$ cat config.mk
export PLATFORM = sky130hd
export DESIGN_NAME = nibble_serial_adder_flat
export DESIGN_NICKNAME = d
export VERILOG_FILES = /design/src/rtl/adder_pkg.sv /design/src/rtl/nibble_serial_adder_if.sv /design/src/rtl/add4_cell.sv /design/src/rtl/nibble_serial_adder.sv /design/src/flat_wrapper.sv
export SDC_FILE = /design/constraint.sdc
export NUM_CORES = 1
export LEC_CHECK = 0
export CAP_MARGIN = 30
export CORE_UTILIZATION = 51
export CTS_BUF_LIST = sky130_fd_sc_hd__clkbuf_2 sky130_fd_sc_hd__clkbuf_4 sky130_fd_sc_hd__clkbuf_8
export DETAILED_ROUTE_END_ITERATION = 10
export PLACE_DENSITY = 0.82
export SETUP_SLACK_MARGIN = 0.1
export SKIP_LAST_GASP = 1
export SYNTH_ARGS = -nofsm -noshare
export SYNTH_HDL_FRONTEND = slang
export SYNTH_SLANG_ARGS = --single-unit
$ cat constraint.sdc
create_clock -name clk -period 2.4 [get_ports clk]
set_input_delay 0.24 -clock clk [delete_from_list [all_inputs] [get_ports clk]]
set_output_delay 0.24 -clock clk [all_outputs]
set_load 0.1 [all_outputs]
$ cat src/rtl/adder_pkg.sv
`default_nettype none
// +--------------------------------------------------------------------------+
// | adder_pkg : nibble width, FSM state encoding and counter width helper    |
// | Revision  : 1.0                                                          |
// +--------------------------------------------------------------------------+
package adder_pkg;

   localparam int NIB_W = 4;

   typedef enum logic [1:0] {
      ST_IDLE = 2'd0,
      ST_RUN  = 2'd1,
      ST_DONE = 2'd2
   } state_e;

   // A single-nibble add still needs a one-bit counter.
   function automatic int cnt_w(input int nibbles);
      return (nibbles > 1) ? $clog2(nibbles) : 1;
   endfunction

endpackage
`default_nettype wire

$ cat src/rtl/nibble_serial_adder_if.sv
`default_nettype none
// +--------------------------------------------------------------------------+
// | nibble_serial_adder_if : operand/result valid-ready bundle               |
// | Optional overflow flag present when SERIAL_ADD_OVF_EN is defined.        |
// | Revision  : 1.0                                                          |
// +--------------------------------------------------------------------------+
interface nibble_serial_adder_if #(
   parameter int WIDTH = 16
);
   import adder_pkg::*;

   logic             in_valid;
   logic             in_ready;
   logic [WIDTH-1:0] a;
   logic [WIDTH-1:0] b;
   logic             carry_in;
   logic             out_valid;
   logic             out_ready;
   logic [WIDTH-1:0] sum;
   logic             carry_out;
   logic             busy;
`ifdef SERIAL_ADD_OVF_EN
   logic             overflow;
`endif

   modport master (
      output in_valid, a, b, carry_in, out_ready,
`ifdef SERIAL_ADD_OVF_EN
      input  overflow,
`endif
      input  in_ready, out_valid, sum, carry_out, busy
   );

   modport slave (
      input  in_valid, a, b, carry_in, out_ready,
`ifdef SERIAL_ADD_OVF_EN
      output overflow,
`endif
      output in_ready, out_valid, sum, carry_out, busy
   );

endinterface
`default_nettype wire

$ cat src/rtl/add4_cell.sv
`default_nettype none
// +--------------------------------------------------------------------------+
// | add4_cell : combinational 4-bit ripple-carry adder                       |
// | Revision  : 1.0                                                          |
// +--------------------------------------------------------------------------+
module add4_cell
   import adder_pkg::*;
(
   input  wire logic [NIB_W-1:0] a,
   input  wire logic [NIB_W-1:0] b,
   input  wire logic             ci,
   output      logic [NIB_W-1:0] s,
   output      logic             co
);

   logic [NIB_W:0] c;

   assign c[0] = ci;

   for (genvar i = 0; i < NIB_W; i++) begin : g_bit
      assign s[i]   = a[i] ^ b[i] ^ c[i];
      assign c[i+1] = (a[i] & b[i]) | (c[i] & (a[i] ^ b[i]));
   end

   assign co = c[NIB_W];

endmodule
`default_nettype wire

$ cat src/rtl/nibble_serial_adder.sv
`default_nettype none
// +--------------------------------------------------------------------------+
// | nibble_serial_adder : WIDTH-bit add, one nibble per clock, valid/ready   |
// | Macro SERIAL_ADD_OVF_EN adds a registered two's-complement overflow flag.|
// | Revision  : 1.0                                                          |
// +--------------------------------------------------------------------------+
module nibble_serial_adder
   import adder_pkg::*;
#(
   parameter int WIDTH = 16
) (
   input wire logic              clk,
   input wire logic              rst,
   nibble_serial_adder_if.slave  bus
);

   localparam int NIBBLES = WIDTH / NIB_W;
   localparam int CNT_W   = cnt_w(NIBBLES);

   if ((WIDTH % NIB_W) != 0 || WIDTH < NIB_W) begin : g_bad_width
      $error("nibble_serial_adder: WIDTH must be a multiple of 4 and >= 4");
   end

   state_e             state_q, state_d;
   logic [CNT_W-1:0]   cnt_q, cnt_d;
   logic [WIDTH-1:0]   a_sr_q, a_sr_d;
   logic [WIDTH-1:0]   b_sr_q, b_sr_d;
   logic [WIDTH-1:0]   sum_q, sum_d;
   logic               carry_q, carry_d;
   logic               cout_q, cout_d;
`ifdef SERIAL_ADD_OVF_EN
   logic               a_msb_q, a_msb_d;
   logic               b_msb_q, b_msb_d;
   logic               ovf_q, ovf_d;
`endif

   logic [NIB_W-1:0]       cell_s;
   logic                   cell_co;
   logic [WIDTH+NIB_W-1:0] sum_cat;
   logic                   last_nib;

   add4_cell u_cell (
      .a  (a_sr_q[NIB_W-1:0]),
      .b  (b_sr_q[NIB_W-1:0]),
      .ci (carry_q),
      .s  (cell_s),
      .co (cell_co)
   );

   // New nibble enters at the MSB end so the first nibble lands in bits [3:0].
   assign sum_cat  = {cell_s, sum_q};
   assign last_nib = (cnt_q == CNT_W'(NIBBLES - 1));

   always_ff @(posedge clk) begin
      if (rst) begin
         state_q <= ST_IDLE;
         cnt_q   <= '0;
         a_sr_q  <= '0;
         b_sr_q  <= '0;
         sum_q   <= '0;
         carry_q <= 1'b0;
         cout_q  <= 1'b0;
`ifdef SERIAL_ADD_OVF_EN
         a_msb_q <= 1'b0;
         b_msb_q <= 1'b0;
         ovf_q   <= 1'b0;
`endif
      end else begin
         state_q <= state_d;
         cnt_q   <= cnt_d;
         a_sr_q  <= a_sr_d;
         b_sr_q  <= b_sr_d;
         sum_q   <= sum_d;
         carry_q <= carry_d;
         cout_q  <= cout_d;
`ifdef SERIAL_ADD_OVF_EN
         a_msb_q <= a_msb_d;
         b_msb_q <= b_msb_d;
         ovf_q   <= ovf_d;
`endif
      end
   end

   always_comb begin
      state_d = state_q;
      cnt_d   = cnt_q;
      a_sr_d  = a_sr_q;
      b_sr_d  = b_sr_q;
      sum_d   = sum_q;
      carry_d = carry_q;
      cout_d  = cout_q;
`ifdef SERIAL_ADD_OVF_EN
      a_msb_d = a_msb_q;
      b_msb_d = b_msb_q;
      ovf_d   = ovf_q;
`endif
      case (state_q)
         ST_IDLE: begin
            if (bus.in_valid) begin
               a_sr_d  = bus.a;
               b_sr_d  = bus.b;
               carry_d = bus.carry_in;
               cnt_d   = '0;
               state_d = ST_RUN;
`ifdef SERIAL_ADD_OVF_EN
               a_msb_d = bus.a[WIDTH-1];
               b_msb_d = bus.b[WIDTH-1];
`endif
            end
         end
         ST_RUN: begin
            a_sr_d  = a_sr_q >> NIB_W;
            b_sr_d  = b_sr_q >> NIB_W;
            sum_d   = sum_cat[WIDTH+NIB_W-1:NIB_W];
            carry_d = cell_co;
            cnt_d   = cnt_q + CNT_W'(1);
            if (last_nib) begin
               state_d = ST_DONE;
               cout_d  = cell_co;
`ifdef SERIAL_ADD_OVF_EN
               ovf_d   = (a_msb_q == b_msb_q) && (cell_s[NIB_W-1] != a_msb_q);
`endif
            end
         end
         ST_DONE: begin
            if (bus.out_ready) begin
               state_d = ST_IDLE;
            end
         end
         default: begin
            state_d = ST_IDLE;
         end
      endcase
   end

   assign bus.in_ready  = (state_q == ST_IDLE) && !rst;
   assign bus.out_valid = (state_q == ST_DONE);
   assign bus.busy      = (state_q != ST_IDLE);
   assign bus.sum       = sum_q;
   assign bus.carry_out = cout_q;
`ifdef SERIAL_ADD_OVF_EN
   assign bus.overflow  = ovf_q;
`endif

endmodule
`default_nettype wire

$ cat src/flat_wrapper.sv
// flat-port wrapper written by rule: the top's interface ports become plain ports
module nibble_serial_adder_flat import adder_pkg::*;
#(
   parameter int WIDTH = 16
)
  (clk, rst, bus_in_valid, bus_a, bus_b, bus_carry_in, bus_out_ready, bus_in_ready, bus_out_valid, bus_sum, bus_carry_out, bus_busy);
  nibble_serial_adder_if #(.WIDTH(WIDTH)) bus_i ();
  input wire logic clk;
  input wire logic rst;
  input wire logic [$bits(bus_i.in_valid)-1:0] bus_in_valid;
  input wire logic [$bits(bus_i.a)-1:0] bus_a;
  input wire logic [$bits(bus_i.b)-1:0] bus_b;
  input wire logic [$bits(bus_i.carry_in)-1:0] bus_carry_in;
  input wire logic [$bits(bus_i.out_ready)-1:0] bus_out_ready;
  output wire logic [$bits(bus_i.in_ready)-1:0] bus_in_ready;
  output wire logic [$bits(bus_i.out_valid)-1:0] bus_out_valid;
  output wire logic [$bits(bus_i.sum)-1:0] bus_sum;
  output wire logic [$bits(bus_i.carry_out)-1:0] bus_carry_out;
  output wire logic [$bits(bus_i.busy)-1:0] bus_busy;
  assign bus_i.in_valid = bus_in_valid;
  assign bus_i.a = bus_a;
  assign bus_i.b = bus_b;
  assign bus_i.carry_in = bus_carry_in;
  assign bus_i.out_ready = bus_out_ready;
  assign bus_in_ready = bus_i.in_ready;
  assign bus_out_valid = bus_i.out_valid;
  assign bus_sum = bus_i.sum;
  assign bus_carry_out = bus_i.carry_out;
  assign bus_busy = bus_i.busy;
  nibble_serial_adder #(.WIDTH(WIDTH)) u_core (.clk(clk), .rst(rst), .bus(bus_i));
endmodule
* Yosys cells after proc, flatten, opt, wreduce, memory -nomap -nowiden
Index checks and enable logic that the tools add are counted.
** Storage, ports and cells
- Bits in registers :: 54
- Bits of input ports :: 37
- Output and inout port bits :: 20
- Logic and storage cells :: 54
** Operators by class
- Add/subtract/negate cells :: 1
- Equality and inequality tests :: 6
- Mux-type cells :: 12
- Bitwise logic cells :: 20
- Reduce and logical (&&, ||, !) cells :: 8
** Operator list (count)
- one-hot mux 16 bit (2 select lines) :: 2
- two-way mux 16 bit :: 2
- bitwise AND 1 bit :: 8
- two-way mux 2 bit :: 4
- bitwise XOR 1 bit :: 8
- one-hot mux 2 bit (3 select lines) :: 1
- equality test 2 bit, second input constant :: 2
- inequality test 2 bit, second input constant :: 2
- OR 1 bit :: 4
- one-hot mux 2 bit (2 select lines) :: 1
- AND reduction 2 bit :: 2
- nonzero test 2 bit :: 2
- AND reduction 3 bit :: 1
- adder 2 x 1 -> 2 bit, second input constant :: 1
- equality test 2 x 1 -> 1 bit, second input constant :: 1
- zero test 2 bit :: 1
- inequality test 2 x 1 -> 1 bit, second input constant :: 1
- one-hot mux 1 bit (2 select lines) :: 1
- logical AND 1 bit :: 1
- zero test 1 bit :: 1
- two-way mux 1 bit :: 1

* Logic depth before layout (Yosys ltp)
Gate-level depths: netlist of the first run.
- Depth in word-level cells :: 10
- Depth in mapped cells :: 10
- Gate-level depth less buffers :: 10

* By module
From an unflattened synthesis of the first run, not the netlist that was laid out.
** Unflattened totals
- Cell total of the unflattened synthesis :: 251
- Area, all modules :: 2311.0 sq um
** Modules (own cells, without submodules)
- nibble_serial_adder :: instances 1, cells each 237, area an instance 2193.4 sq um, seq. area each 1081.0 sq um
- add4_cell :: instances 1, cells each 14, area an instance 117.6 sq um, seq. area each 0.0 sq um

* Worst setup path before layout of the first run
OpenSTA, ideal clock, no wires.
- Path type :: reg2out
- Start :: register u_core.state_q[1]
- End :: output bus_in_ready
- Data arrival time :: 2424 ps
- Required time :: 2160 ps
- Slack :: -264 ps
- Stages on the path, launching flop included :: 5
- Buffers on the path :: 1
- Cell sequence :: dfxtp_1 > clkbuf_2 > nor2_1 > inv_1 > nor2_1
** Between the ends
- Word-level cells in the longest chain between the ends :: 2
** RTL lines
- from (decl) :: line nibble_serial_adder.sv:24 : state_e state_q, state_d;
- from (signal assigned) :: line nibble_serial_adder.sv:69 : state_q <= state_d;
- zero test 2 bit :: line nibble_serial_adder.sv:136 : assign bus.in_ready = (state_q == ST_IDLE) && !rst;
- logical AND 1 bit :: line nibble_serial_adder.sv:136
- to (decl) :: line flat_wrapper.sv:15 : output wire logic [$bits(bus_i.in_ready)-1:0] bus_in_ready;
Every way passes these cells.

* Final worst setup path of the first run
- Start :: register u_core.carry_q
- End :: register u_core.sum_q[15], in the netlist u_core.bus.sum[15]
** Between the ends
- Word-level cells in the longest chain between the ends :: 7
** RTL lines
- from (decl) :: line nibble_serial_adder.sv:29 : logic carry_q, carry_d;
- from (signal assigned) :: line nibble_serial_adder.sv:74 : carry_q <= carry_d;
- bitwise AND 1 bit :: line add4_cell.sv:22 : assign c[i+1] = (a[i] & b[i]) | (c[i] & (a[i] ^ b[i]));
- OR 1 bit :: line add4_cell.sv:22
- bitwise AND 1 bit :: line add4_cell.sv:22
- OR 1 bit :: line add4_cell.sv:22
- bitwise AND 1 bit :: line add4_cell.sv:22
- OR 1 bit :: line add4_cell.sv:22
- bitwise XOR 1 bit :: line add4_cell.sv:21 : assign s[i] = a[i] ^ b[i] ^ c[i];
- to (signal assigned) :: line nibble_serial_adder.sv:73 : sum_q <= sum_d;
- to (decl) :: line nibble_serial_adder.sv:28 : logic [WIDTH-1:0] sum_q, sum_d;
Every way passes these cells.
A chain may end at the register's enable or synchronous reset.

==> results of run 1 <==
-- synthesized netlist by cell type, types with 2 or more instances --
library cell	number
nand2_1	29
dfxtp_1	54
buf_4	3
o21ai_0	7
nor2b_1	2
a21oi_1	30
a211oi_1	4
nor2_1	26
a211oi_2	17
mux2i_1	17
clkbuf_1	3
inv_1	18
o221a_2	8
buf_6	2
buf_2	8
a22oi_1	2
nand3b_1	7
buf_1	2
fa_1	4
-- power by group --
part           total (mW)  internal, mW  leakage [nW]  switching (mW)
clock               0.606         0.310        0.0504           0.295
sequential          0.997         0.954         0.444          0.0431
combinational       0.416         0.174         0.692           0.242
-- cells by family after synthesis --
kind of cell,count (synthesis),synth area share [%]
AOI/OAI and AO/OA,72,23.8
DFF,54,45.3
and+or+nand+nor,66,11.9
buffers and inverters,38,8.01
muxes,17,7.12
adders and majority gates,5,3.88
-- timing repair --
item / 4_1_cts / 5_1_grt
setup buffers: 0 / 0
endpoints found under the setup margin: 0 / 1
resized for setup: 0 / 1
-- layout by cell type (no fill, tap or decap), drive strengths merged, types with 7 or more instances in the layout --
cell / count
dfxtp: 54
nand3b: 7
a21oi: 30
nor2: 26
clkdlybuf4s50: 35
inv: 18
nand2: 29
a211oi: 21
o21ai: 7
o221a: 8
buf: 27
mux2i: 17
-- per-stage QoR --
step | utilization (%) | hold slack (ns) | cell area [µm²]
finish | 68.9 | 0.391 | 3040
global route | 68.9 | 0.417 | 3040
CTS | 68.8 | 0.392 | 3040
detailed placement | 66.2 | 0.450 | 2920
global placement | 66.2 | 0.444 | 2920
floorplan | - | 0.400 | 2390
-- state kept, by name (all words and copies together), names as in the netlist --
name / count
u_core.state_q: 2
u_core.cnt_q: 2
u_core.bus.carry_out: 1
u_core.bus.sum: 16
u_core.b_sr_q: 16
u_core.a_sr_q: 16
u_core.carry_q: 1
-- layer usage --
metal / GRT usage [%] / vias up
met5: 0 / -
met4: 8.00 / 0
met3: 4.91 / 9
met2: 34.2 / 49
met1: 27.0 / 876
li1: - / 964
-- worst min-delay path by stage --
stage / start / to / slack [ns]
detailed placement: u_core.bus.sum[2]$_SDFFE_PP0P_ / u_core.bus.sum[2]$_SDFFE_PP0P_ / 0.45
global route: rst / u_core.b_sr_q[12]$_SDFFE_PP0P_ / 0.42
global placement: u_core.bus.sum[1]$_SDFFE_PP0P_ / u_core.bus.sum[1]$_SDFFE_PP0P_ / 0.44
finish: rst / u_core.b_sr_q[12]$_SDFFE_PP0P_ / 0.39
floorplan: bus_a[12] / u_core.a_sr_q[12]$_SDFFE_PP0P_ / 0.40
CTS: rst / u_core.b_sr_q[12]$_SDFFE_PP0P_ / 0.39
-- area by class of cell --
| cell class | count | area (µm²) | area share, % |
|---|---|---|---|
| Multi-Input combinational cell | 160 | 1130 | 37.0 |
| Sequential cell | 54 | 1080 | 35.5 |
| Timing Repair Buffer | 62 | 588 | 19.3 |
| Clock buffer | 5 | 68.8 | 2.26 |
| Inverter | 18 | 67.6 | 2.22 |
| Tap cell | 52 | 65.1 | 2.14 |
| Clock inverter | 3 | 45.0 | 1.48 |
==> reports/qor.yml, run 1 <==
critical_path:
  crit_fanout: 2
  crit_buf_inv: 3
  path_depth: 8
  r2r_end: "u_core.bus.sum[15]$_SDFFE_PP0P_"
  critPathLaunch: "u_core.carry_q$_SDFFE_PP0P_"
  slowest_delay_ns: 0.43
  crit_type: "reg -> reg"
  r2r.worst_path.cells: 8
  arrival_ns: 2.41
  r2r-start: "u_core.carry_q$_SDFFE_PP0P_"
  critPathLaunchType: "flip-flop"
  crit_path_end: "u_core.bus.sum[15]$_SDFFE_PP0P_"
  worstPathCellList: "fa_1 -> inv_1 -> fa_1 -> inv_1 -> fa_1 -> inv_1 -> fa_1 -> a211oi_2"
  rrSetupSlack_ns: 0.22
  crit_top_cell: "fa_1"
  cp_top_family: "adder cells"
  crit_required_ns: 2.63
  cp_slowest_cell: "fa_1"
  endpoint_kind: "flip-flop"
floorplan:
  coreArea_mm2: 0.00441
  num_rows: 24
  die_area_mm2: 0.00496
  die_x_um: 70.4
  ios: 57
  fp.dieH_um: 70.4
  initial_core_util_pct: 54.1
status:
  status: "complete, no violations"
logic_synthesis:
  synth_area_leaders: "dfxtp_1 45%, a211oi_2 8.9%, mux2i_1 7.1%"
  syn-num-nets: 294
  ys_seq_elements: 54
  synth_flop_cell: "dfxtp_1"
  yosys.area.top_type_share_pct: 45.3
  synthesis.area_mm2: 0.00239
  synth_warnings: 0
  synth_top_cell_by_area: "dfxtp_1"
  synth_edf_count: 0
  async_flop_share_pct: 0
  ys_seq_area_share_pct: 45.3
  yosys.cell_types.count: 28
  syn_inst: 252
  syn_area_per_cell_um2: 9.48
place:
  gp_congestion: 0.736
  io_buffer_count: 56
  post-place-cells: 346
  dp_worst_setup_slack_ns: 0.246
  post-dp-hpwl_mm: 3.51
route:
  route.met3.wl_um: 212
  drcViolationCount: 0
  viasPerCell: 5.36
  routed_wl_mm: 4.82
  avgRoutedWirePerCell_um: 13.6
  highest_layer: "met4"
  drt_pass1_iterations: 4
  wl_met1_mm: 2.17
  drtAntennaViolNets: 0
  drt_iter0_drc: 140
  vias: 1898
  routed-wl-met2_mm: 2.35
sta:
  final.period_utilization_pct: 90.9
  fin_crit_ns: 2.18
  drv_slew: 0
  max_slew_margin_pct: 62.5
  max_freq_mhz: 458
  tns_ns: 0
  setup_viol: 0
  finClkSkew_ns: 0.00409
  setup_slack_ns: 0.217
  rsz0062_at_grt: "false"
  worst_pin_slew_ns: 0.561
  hold_viol_final: 0
worst_hold_path:
  min_path_type: "in -> reg"
  min_delay_path_depth: 2
global_routing:
  grt_max_degree: 44
  antenna_found_initial: 0
  grt_usage_pct: 21.0
  overflow: 0
  grt_pass1_vias: 1762
  grt_pass1_wl_mm: 8.11
finish:
  final_cell_count_no_fill: 354
  antenna_cells: 0
  fin_nets: 343
  drive_gt1_share_pct: 20.9
  final.fill_count: 363
  area_delta_synth_final_pct: 27.3
pwr:
  irDropWorstVdd_v: 0.000441
  p_leak_nw: 1.19
  powerDensity_mw_per_mm2: 664
  p_total_mw: 2.02
clock_network:
  cts_htree_levels: 2
  cts_num_sinks: 54
  cts.path.max_buffers: 2
  cts_hold_buf: 0
  clk_latency_ns: 0.30
  clkTransAtPathRegs_ns: 0.09
  clockRootBuffer: "clkbuf_8"
  cts_tree: "built"
  cts_buffers: 5
run:
  cap_violations: 0
No activity file was read; power rests on OpenSTA's default activity.
==> run 2: changes to the inputs <==
- CORE_ASPECT_RATIO: default -> 0.75
==> reports/qor.yml, run 2 (same netlist as run 1, synthesis figures left out) <==
clock_network:
  cts_setup_buffers: 0  # unchanged
  cts_resized: 0  # unchanged
  cts_tree: "built"
  cts_hold_buf: 0  # unchanged
  cts.path.max_buffers: 2  # unchanged
  clockRootBuffer: "clkbuf_8"
  cts_htree_levels: 2  # unchanged
  cts_buffers: 5  # unchanged
  clk_latency_ns: 0.30  # about the same
  cts_num_sinks: 54  # unchanged
  clkTransAtPathRegs_ns: 0.09  # about the same
pwr:
  powerDensity_mw_per_mm2: 666  # +0.31%
  swShare_pct: 28.1  # -0.63 points
  p_leak_nw: 1.20  # +0.95%
  p_switching_mw: 0.573  # -1.4%
  sequentialPowerShare_pct: 48.7  # -0.7 points
  internal-power_mw: 1.46  # +1.7%
  irDropWorstVdd_v: 0.000425  # -3.7%
  clockPowerShare_pct: 30.2  # +0.2 points
  comb_power_share_pct: 21.1  # +0.5 points
finish:
  most-common-layout-cells: "54 x dfxtp_1, 35 x clkdlybuf4s50_1, 30 x a21oi_1"
  antenna_cells: 0  # unchanged
  final_cell_count_no_fill: 359  # +1.4%
  drive_gt1_share_pct: 21.5  # +0.66 points
  area_delta_synth_final_pct: 28.0
  final_common_cell: "dfxtp_1"
  fin_nets: 344  # +0.29%
global_routing:
  use_met2_pct: 31.9  # -2.2 points
  grt.met1_usage_pct: 31.2  # +4.2 points
  use_met3_pct: 5.48  # +0.58 points
  grt_max_degree: 46  # +4.5%
  grt.busiest_layer: "met2"
  overflow: 0  # unchanged
  antenna_found_initial: 0  # unchanged
  grt_pass1_wl_mm: 7.89  # -2.6%
  grt_usage_pct: 21.6  # +0.52 points
  grt_pass1_vias: 1617  # -8.2%
route:
  drt_iter0_drc: 98  # -30%
  avgRoutedWirePerCell_um: 14.3  # +5.3%
  drt_pass1_iterations: 4  # unchanged
  vias: 1896  # -0.11%
  drtAntennaViolNets: 0  # unchanged
  routed_wl_mm: 5.15  # +6.8%
  viasPerCell: 5.28  # -1.5%
  drcViolationCount: 0  # unchanged
critical_path:
  arrival_ns: 2.40  # about the same
  endpoint_kind: "flip-flop"
  crit_type: "reg -> reg"
  critPathLaunchType: "flip-flop"
  crit_required_ns: 2.62  # about the same
  crit_fanout: 2  # unchanged
place:
  post-place-cells: 352  # +1.7%
  io_buffer_count: 56  # unchanged
  post-dp-hpwl_mm: 3.58  # +2.0%
  gp_congestion: 0.771  # +4.7%
sta:
  final.period_utilization_pct: 90.7  # -0.27 points
  drv_slew: 0  # unchanged
  fin_crit_ns: 2.18  # -0.00654 ns
  finClkSkew_ns: 0.00191  # -0.00217 ns
  max_freq_mhz: 460  # +0.30%
  rsz0062_at_grt: "false"
  max_slew_margin_pct: 63.1  # +0.59 points
  hold_viol_final: 0  # unchanged
  setup_viol: 0  # unchanged
  worst_pin_slew_ns: 0.553  # -0.00816 ns
  tns_ns: 0  # unchanged
worst_hold_path:
  min_path_type: "in -> reg"
floorplan:
  ios: 57  # unchanged
  die_area_mm2: 0.00496  # about the same
  initial_core_util_pct: 53.5  # -0.64 points
  die_x_um: 81.0  # +15%
  num_rows: 21  # -13%
  coreArea_mm2: 0.00447  # +1.2%
  fp.dieH_um: 61.3  # -13%
status:
  status: "complete, no violations"
run:
  cap_violations: 0  # unchanged
[run 2: cell count changes in the layout (fill, tap and decap cells not counted), sizes merged]
cell	before	now
buf	27	28
clkbuf	5	6
clkinvlp	2	0
[run 2: area by class of cell]
class                   count  area, µm²
clock buffers               6       82.6
clock inverters             1       30.0
fillers                   357       1410
inverters                  18       67.6
multi-input cells         160       1130
flip-flops and latches     54       1080
well taps                  57       71.3
repair buffers             63        596
[run 2: layer usage]
layer  vias up  routed length [µm]  part of all wire [%]
met5         -                   0                     0
met4         0                  21                  0.41
met3         2                 239                   4.6
met2        47                2310                    45
met1       886                2580                    50
li1        961                   -                     -
[run 2: final timing paths]
| kind | start | to | slack (ns) | cells past startpoint |
|---|---|---|---|---|
| max | u_core.carry_q$_SDFFE_PP0P_ | u_core.bus.sum[15]$_SDFFE_PP0P_ | 0.22 | 8 |
| min | rst | u_core.b_sr_q[11]$_SDFFE_PP0P_ | 0.28 | 2 |
| max reg2reg | u_core.carry_q$_SDFFE_PP0P_ | u_core.bus.sum[15]$_SDFFE_PP0P_ | 0.22 | 8 |
| min reg2reg | u_core.bus.sum[2]$_SDFFE_PP0P_ | u_core.bus.sum[2]$_SDFFE_PP0P_ | 0.46 | 2 |
[run 2: critical path, cell delays in order, from the launching register on]
cell and delay (ns):
dfxtp_1 0.34, fa_1 0.43, inv_2 0.08, fa_2 0.19, inv_1 0.05, fa_1 0.35
inv_1 0.07, fa_1 0.42, a211oi_2 0.18
[run 2: stage by stage]
step | instance area, µm² | total power, mW | setup WS, ns | hold slack (ns) | util [%]
6_report | 3060 | 2.04 | 0.224 | 0.282 | 68.4
5_1_grt | 3060 | 2.12 | 0.105 | 0.275 | 68.4
4_1_cts | 3050 | 2.04 | 0.189 | 0.274 | 68.3
3_5_place_dp | 2940 | 1.43 | 0.286 | 0.451 | 65.7
3_3_place_gp | 2940 | 1.43 | 0.319 | 0.444 | 65.7
2_1_floorplan | 2390 | 1.30 | 0.199 | 0.400 | -
[run 2: power groups by stage]
stage               Sequential, mW  Clock [mW]  Combinational (mW)
global placement              1.01           0               0.416
CTS                          0.992       0.623               0.428
floorplan                     1.08           0               0.225
finish                       0.992       0.614               0.429
detailed placement            1.01           0               0.422
global route                 0.999       0.663               0.459
